==> src/rtl/gray_window_engine.sv <==
// -----------------------------------------------------------------------------
// gray_window_engine
//   Converts a WIN x WIN RGB window to bypass / gray / inverted gray / binary
//   threshold. LANES shared converters are time-multiplexed over
//   BEATS = ceil(N/LANES) beats. Sits between the line-buffer window generator
//   and the kernel/VGA output stage, with valid/ready on both sides.
//
// Ports
//   clk        system clock
//   reset      synchronous, active-high
//   mode_i     00 bypass, 01 gray, 10 inverted gray, 11 threshold
//   thr_i      threshold used in mode 11
//   in_valid   window on win_i is valid
//   in_ready   engine can accept a window (IDLE)
//   win_i      pixel k = r*WIN+c at [k*PIX_W +: PIX_W], {R,G,B}, R in MSBs
//   out_valid  win_o holds a complete result (DONE)
//   out_ready  downstream accepts the result
//   win_o      result window, same packing as win_i
//   busy_o     high in CONV or DONE
// -----------------------------------------------------------------------------
module gray_window_engine #(
  parameter  int WIN     = 3,
  parameter  int COLOR_W = 4,
  parameter  int LANES   = 3,
  localparam int N       = WIN * WIN,
  localparam int PIX_W   = 3 * COLOR_W
) (
  input  logic                 clk,
  input  logic                 reset,
  input  logic [1:0]           mode_i,
  input  logic [COLOR_W-1:0]   thr_i,
  input  logic                 in_valid,
  output logic                 in_ready,
  input  logic [N*PIX_W-1:0]   win_i,
  output logic                 out_valid,
  input  logic                 out_ready,
  output logic [N*PIX_W-1:0]   win_o,
  output logic                 busy_o
);

  localparam int BEATS  = (N + LANES - 1) / LANES;
  localparam int BEAT_W = (BEATS > 1) ? $clog2(BEATS) : 1;
  localparam int S_W    = COLOR_W + 8;

  typedef enum logic [1:0] {IDLE, CONV, DONE} state_t;

  state_t               state_q, state_d;
  logic [BEAT_W-1:0]    beat_q, beat_d;
  logic [N*PIX_W-1:0]   win_q, win_d;       // captured input window
  logic [1:0]           mode_q, mode_d;     // captured mode
  logic [COLOR_W-1:0]   thr_q, thr_d;       // captured threshold
  logic [N*PIX_W-1:0]   win_o_q, win_o_d;   // result window
  logic [PIX_W-1:0]     lane_res [LANES];

  // One converter: weighted luma with +128 rounding, then mode-dependent output.
  function automatic logic [PIX_W-1:0] convert(input logic [PIX_W-1:0]   px,
                                                input logic [1:0]         mode,
                                                input logic [COLOR_W-1:0] thr);
    logic [S_W-1:0]     r, g_ch, b, s;
    logic [COLOR_W-1:0] g;
    r    = S_W'(px[PIX_W-1 -: COLOR_W]);
    g_ch = S_W'(px[2*COLOR_W-1 -: COLOR_W]);
    b    = S_W'(px[COLOR_W-1:0]);
    s    = r * S_W'(77) + g_ch * S_W'(150) + b * S_W'(29) + S_W'(128);
    g    = s[S_W-1:8];
    case (mode)
      2'b00:   convert = px;
      2'b01:   convert = {g, g, g};
      2'b10:   convert = {~g, ~g, ~g};
      default: convert = (g >= thr) ? '1 : '0;
    endcase
  endfunction

  // Lane l serves pixel beat*LANES+l; lanes past the last pixel idle at zero.
  always_comb begin
    for (int l = 0; l < LANES; l++) begin
      lane_res[l] = '0;
      if (int'(beat_q) * LANES + l < N)
        lane_res[l] = convert(win_q[(int'(beat_q) * LANES + l) * PIX_W +: PIX_W],
                              mode_q, thr_q);
    end
  end

  // State register. Every register, including the captured window and the
  // result window, is cleared so a reset mid-window leaves nothing behind.
  // NOTE: sequential state uses <= so all registers update from pre-edge values.
  always_ff @(posedge clk) begin
    if (reset) begin
      state_q <= IDLE;
      beat_q  <= '0;
      win_q   <= '0;
      mode_q  <= '0;
      thr_q   <= '0;
      win_o_q <= '0;
    end else begin
      state_q <= state_d;
      beat_q  <= beat_d;
      win_q   <= win_d;
      mode_q  <= mode_d;
      thr_q   <= thr_d;
      win_o_q <= win_o_d;
    end
  end

  // Next-state logic for control and datapath.
  // NOTE: every signal gets a hold default first, so no path infers a latch.
  always_comb begin
    state_d = state_q;
    beat_d  = beat_q;
    win_d   = win_q;
    mode_d  = mode_q;
    thr_d   = thr_q;
    win_o_d = win_o_q;
    case (state_q)
      IDLE: begin
        if (in_valid) begin
          win_d   = win_i;
          mode_d  = mode_i;
          thr_d   = thr_i;
          beat_d  = '0;
          state_d = CONV;
        end
      end
      CONV: begin
        // Only pixels of the current beat are rewritten; the rest keep the
        // previous result until their beat comes round.
        for (int k = 0; k < N; k++) begin
          if (k / LANES == int'(beat_q))
            win_o_d[k*PIX_W +: PIX_W] = lane_res[k % LANES];
        end
        if (beat_q == BEAT_W'(BEATS - 1)) state_d = DONE;
        else                              beat_d  = beat_q + 1'b1;
      end
      DONE: begin
        if (out_ready) state_d = IDLE;
      end
      default: state_d = IDLE;
    endcase
  end

  // Outputs decoded from the registered state only.
  always_comb begin
    in_ready  = (state_q == IDLE);
    out_valid = (state_q == DONE);
    busy_o    = (state_q != IDLE);
  end

  assign win_o = win_o_q;

endmodule
==> config.mk <==
export PLATFORM = sky130hd
export DESIGN_NAME = gray_window_engine
export DESIGN_NICKNAME = d
export VERILOG_FILES = /design/src/rtl/gray_window_engine.sv
export SDC_FILE = /design/constraint.sdc
export NUM_CORES = 1
export LEC_CHECK = 0
export ABC_AREA = 1
export CAP_MARGIN = 10
export CORE_MARGIN = 3
export CORE_UTILIZATION = 52
export DETAILED_ROUTE_END_ITERATION = 7
export PLACE_DENSITY = 0.78
export SETUP_SLACK_MARGIN = 0.5
export SLEW_MARGIN = 20
export SYNTH_ARGS = -nofsm -noshare
export SYNTH_HDL_FRONTEND = slang
export SYNTH_SLANG_ARGS = --single-unit
==> constraint.sdc <==
create_clock -name clk -period 8.3 [get_ports clk]
set_input_delay 1.66 -clock clk [delete_from_list [all_inputs] [get_ports clk]]
set_output_delay 1.66 -clock clk [all_outputs]
set_load 0.03 [all_outputs]
==> results of run 1 <==
[area by class of cell]
cell class	count	area, um^2
antenna	1	2.50
clock buffer	33	737
clock inverter	13	155
fill	2637	9570
inverter	282	1110
multi-input combinational	2038	13900
sequential	226	4530
tap	455	569
timing repair buffer	446	4390
[placed cells by master, fill, tap and decap left out, types with 28 or more instances in the layout]
cell type        count
nand2_1            374
o21ai_0            343
nor2_1             323
inv_1              242
clkdlybuf4s50_1    228
dfxtp_1            225
a21oi_1            191
buf_4              165
ha_1               137
nand3_1            110
fa_1                61
a21oi_2             52
nand2_2             31
ha_4                30
clkbuf_16           30
o21ai_1             29
inv_2               28
[cell families (layout without fill, tap and decap cells)]
group	count (synthesis)	count (layout)	share of synthesized area
buffers and inverters	448	774	0.101
xor gates and xnor gates	25	25	0.0117
DFF	226	226	0.242
adders and majority gates	241	241	0.189
AOI/OAI and AO/OA	777	777	0.231
other	0	1	0
and+or+nand+nor	994	995	0.226
[layer usage]
metal  global-route usage  up-vias
met4                0.163        0
met1                0.533    10379
li1                     -     9732
met3                0.102      346
met2                0.606     1453
met5                    0        -
[per-stage QoR]
stage	setup WS, ns	util	std cells	instance area [um^2]	hold slack, ns
floorplan	0.370	-	2711	19200	0.444
global placement	0.143	0.638	3362	22300	0.465
detailed placement	-0.0516	0.638	3362	22300	0.471
CTS	0.417	0.698	3473	24400	0.480
global route	-0.178	0.726	3494	25400	0.496
finish	-0.0724	0.726	3494	25400	0.479
[flip-flops by register name, indices dropped and copies added (netlist names)]
signal   flops
beat_q       2
state_q      2
win_o      108
win_q      108
mode_q       2
thr_q        4
[worst reg2reg max path: cells and delay by family, from the launching register on]
family | cells | cell delay, ns
adder cells (fa/ha/maj) | 11 | 3.87
buffers and inverters | 16 | 1.53
AO/OA/AOI/OAI | 6 | 1.27
AND/OR/NAND/NOR | 8 | 1.16
flip-flops | 1 | 0.38
[worst paths after layout]
| path | slack [ns] | cells after the start | endpoint | startpoint |
|---|---|---|---|---|
| setup / recovery | -0.07 | 41 | win_o[37] | beat_q[0] |
| setup reg to reg | -0.07 | 41 | win_o[37] | beat_q[0] |
| hold reg to reg | 0.48 | 2 | win_q[26] | win_q[26] |
| hold / removal | 0.48 | 2 | win_q[26] | win_q[26] |
[repair_timing]
action | in CTS | in global routing
pin swaps | 62 | 86
gates resized for setup | 138 | 169
setup endpoints to repair | 108 | 108
buffers inserted | 62 | 17
cloned | 3 | 3
hold buffers | 0 | 0
==> flow_summary.yaml, run 1 <==
grt:
  grt_pass1_vias: 20887
  grt_max_degree: 129
  antenna_found_initial: 2
  grt_overflow_total: 0
  grt_usage: 0.396
  grt_pass1_wl_um: 120000
timing:
  clock_skew_ns: 0.0274
  drv_slew: 0
  slew_headroom: 0.269
  layout_setup_ws_ns: -0.0724
  tns_ns: -1.18
  min_period_ns: 8.37
  rsz0062_at_grt: "true"
  worstMarginPinSlew_ns: 1.09
  period_share: 1.01
  max_freq_mhz: 119
  setup_viol: 32
  finalHoldViolations: 0
clock_network:
  path_clk_slew_ns: 0.06
  cts_tree: "built"
  root_buffer: "clkbuf_16"
  clock_latency_ns: 0.60
  cts_buffer_depth: 3
  numCtsBuffers: 25
  clock_sinks: 226
  cts_max_level: 1
yosys:
  ys_async_sr_fraction: 0
  syn_inst: 2711
  ys_top_cells_by_count: "nand2_1 (419), o21ai_0 (361), nor2_1 (333)"
  ys_warn_count: 0
  synth_edf_count: 0
  syn_avg_cell_area_um2: 6.90
  ys_ff_latch: 226
  yosysUniqueCellTypes: 64
  syn_area_um2: 18700
  yosys_most_used_dff: "dfxtp_1"
  syn-num-nets: 3070
  synth_area_leaders: "dfxtp_1 (24%), ha_1 (12%), o21ai_0 (9.7%), nand2_1 (8.4%), fa_1 (7.3%)"
  synth_most_common_cell: "nand2_1"
  yosysTopAreaCellShare: 0.242
  synth_top_area_cell: "dfxtp_1"
  synth-seq-area-share: 0.242
layout:
  drive_gt1_frac: 0.192
  fin_nets: 3378
  syn_to_final_growth_pct: 35.9
place:
  dpl.hpwl_um: 57600
  io_buffers: 228
  routabilityCongestion: 1.03
setup_path:
  slowest_stage: "fa_2"
  worstPathMaxFanout: 4
  slowest_delay_ns: 0.54
  endpoint_kind: "flop"
  arrival_ns: 8.79
  crit_top_cell: "buf_4"
  required_ns: 8.72
  worstSetupPathType: "reg2reg"
  cp_top_family: "adder cells"
  cp.buffers_inverters: 16
  startpoint_type: "flop"
floorplan:
  ioPinCount: 229
  start_util: 0.535
  die_area_um2: 38300
  die_w_um: 196
  die_h_um: 196
  core_um2: 35000
  rows: 68
drt:
  via_per_inst: 6.27
  dr.pass1.iters: 8
  vias: 21910
  finalWirelength_um: 83300
  ant_nets: 0
  first_iter_violations: 3121
  wl_met3_um: 10300
  wire_per_inst_um: 23.8
  wl_met1_um: 32500
  dr.max_layer_used: "met4"
  dr_wl_met2_um: 35900
  drc: 1
outcome:
  status: "finished, violations left"
  violations: "design-rule violations, negative setup slack"
min_path:
  hp-class: "reg2reg"
flow_run:
  drv_cap: 0
Power of run 1 is not shown: default switching activity piles up to over one toggle a cycle in this logic, so the estimate is an artifact.
==> run 2, diff against run 1 <==
--- a/config.mk
+++ b/config.mk
@@ -9,9 +9,11 @@
 export CAP_MARGIN = 10
 export CORE_MARGIN = 3
 export CORE_UTILIZATION = 52
+export CTS_CLUSTER_DIAMETER = 100
 export DETAILED_ROUTE_END_ITERATION = 7
 export PLACE_DENSITY = 0.78
 export SETUP_SLACK_MARGIN = 0.5
+export SKIP_LAST_GASP = 1
 export SLEW_MARGIN = 20
 export SYNTH_ARGS = -nofsm -noshare
 export SYNTH_HDL_FRONTEND = slang
==> constraint.sdc (replaced) <==
create_clock -name clk -period 8.3 [get_ports clk]
set_input_delay 1.66 -clock clk [delete_from_list [all_inputs] [get_ports clk]]
set_output_delay 1.66 -clock clk [all_outputs]
set_load 0.005 [all_outputs]
==> run 2 against run 1 <==
Compared with the run above: the run still ends with design-rule violations, negative setup slack left; global-route usage is 0.061 points higher; critical path depth did not move; via count increased by 1.1%; first-iteration DRC count up 3.5%; sequential cell count stayed put; register-to-register slack better by 0.02 ns; routed wire length rose by 1.1%; setup slack better by 0.025 ns; clock-buffer cell count fell by 1.
==> flow_summary.yaml, run 2 (synthesis gave the netlist of run 1 again) <==
setup_path:
  slowest_delay_ns: 0.54
  worstSetupPathType: "reg2reg"
  worstReg2RegStart: "beat_q[0]"
  arrival_ns: 8.78
  rrSetupSlack_ns: -0.05
  crit_top_cell: "inv_2"
  reg2reg_depth: 41
  reg2reg_to: "win_o[2]"
  slowest_stage: "fa_2"
  worstPathMaxFanout: 6
  startpoint_type: "flop"
  required_ns: 8.73
  endpoint_kind: "flop"
layout:
  layout_commonest_cell: "nand2_1"
  fin_nets: 3390
  fillCellCount: 2607
  drive_gt1_frac: 0.198
  final_cells: 3506
  syn_to_final_growth_pct: 37.5
  layout_common_cells: "nand2_1 (371), o21ai_0 (344), nor2_1 (322), inv_1 (242), clkdlybuf4s50_1 (228)"
timing:
  min_period_ns: 8.35
  period_share: 1.01
  clock_skew_ns: 0.0164
  max_freq_mhz: 120
  setup_viol: 23
  drv_slew: 0
  finalHoldViolations: 0
  slew_headroom: 0.216
  rsz0062_at_grt: "true"
  layout_setup_ws_ns: -0.0477
  worstMarginPinSlew_ns: 1.16
drt:
  dr.pass1.iters: 8
  drc: 12
  vias: 22142
  finalWirelength_um: 84200
  ant_nets: 0
  wire_per_inst_um: 24.0
  via_per_inst: 6.32
  first_iter_violations: 3231
clock_network:
  cts_buffer_depth: 3
  clock_latency_ns: 0.59
  root_buffer: "clkbuf_16"
  numCtsBuffers: 25
  path_clk_slew_ns: 0.07
  cts_tree: "built"
  clock_sinks: 226
  cts_max_level: 1
grt:
  grt_pass1_wl_um: 120000
  antenna_found_initial: 1
  grt_pass1_vias: 20807
  grt_max_degree: 129
  grt_usage: 0.397
  grt_overflow_total: 0
floorplan:
  die_area_um2: 38300
  die_w_um: 196
  rows: 68
  start_util: 0.535
  ioPinCount: 229
  die_h_um: 196
  core_um2: 35000
min_path:
  hp-class: "reg2reg"
  hold_depth: 2
  hold_end: "win_q[26]"
  min_from: "win_q[26]"
place:
  io_buffers: 228
  routabilityCongestion: 1.03
  dpl.hpwl_um: 57600
  dp_cells: 3362
outcome:
  violations: "design-rule violations, negative setup slack"
  status: "finished, violations left"
flow_run:
  drv_cap: 0
-- run 2: timing repair --
action / CTS / global route
hold buffers: 0 / 0
setup buffers: 62 / 27
pin swaps: 62 / 93
gates cloned: 3 / 5
setup endpoints to repair: 108 / 108
gates resized for setup: 140 / 188
-- run 2: layout make-up --
class / count / area (um^2) / area share
multi-input cells: 2038 / 14000 / 0.547
flip-flops and latches: 226 / 4530 / 0.176
repair buffers: 458 / 4530 / 0.176
inverters: 282 / 1100 / 0.0428
clock buffers: 32 / 713 / 0.0278
well taps: 455 / 569 / 0.0222
clock inverters: 14 / 206 / 0.00803
diodes: 1 / 2.50 / 0.0000974
-- run 2: worst max-delay path by stage --
stage / from / end / slack [ns] / cells past startpoint
finish: beat_q[0] / win_o[2] / -0.05 / 41
global route: beat_q[0] / win_o[38] / -0.16 / 43
CTS: beat_q[0] / win_o[21] / 0.42 / 41
detailed placement: beat_q[1] / win_o[9] / -0.05 / 36
global placement: beat_q[1] / win_o[9] / 0.14 / 38
floorplan: beat_q[0] / win_o[84] / 0.37 / 45
-- run 2: worst max-delay path, delay by kind of cell (launching register included) --
kind | cells | cell delay, ns
flip-flops | 1 | 0.40
adder cells (fa/ha/maj) | 10 | 3.41
AO/OA/AOI/OAI | 9 | 1.70
buffers and inverters | 13 | 1.33
XOR/XNOR | 1 | 0.17
AND/OR/NAND/NOR | 8 | 1.17
-- run 2: stage by stage --
step                      hold slack, ns  worst slack (ns)  setup TNS, ns  utilization  area [um^2]
final                              0.480           -0.0477         -0.486        0.735        25700
after global placement             0.465             0.143              0        0.638        22300
after global routing               0.497            -0.160          -6.55        0.735        25700
after floorplan                    0.444             0.370              0            -        19200
after CTS                          0.480             0.417              0        0.699        24400
after detailed placement           0.471           -0.0516         -0.583        0.638        22300
-- run 2: routing by layer --
metal  share of wire  GRT usage  vias up
met2            0.43      0.607     1497
met3            0.13      0.108      402
met5               0          0        -
li1                -          -     9771
met1            0.39      0.534    10472
met4           0.056      0.156        0
Power of run 2 is left out for the same reason.
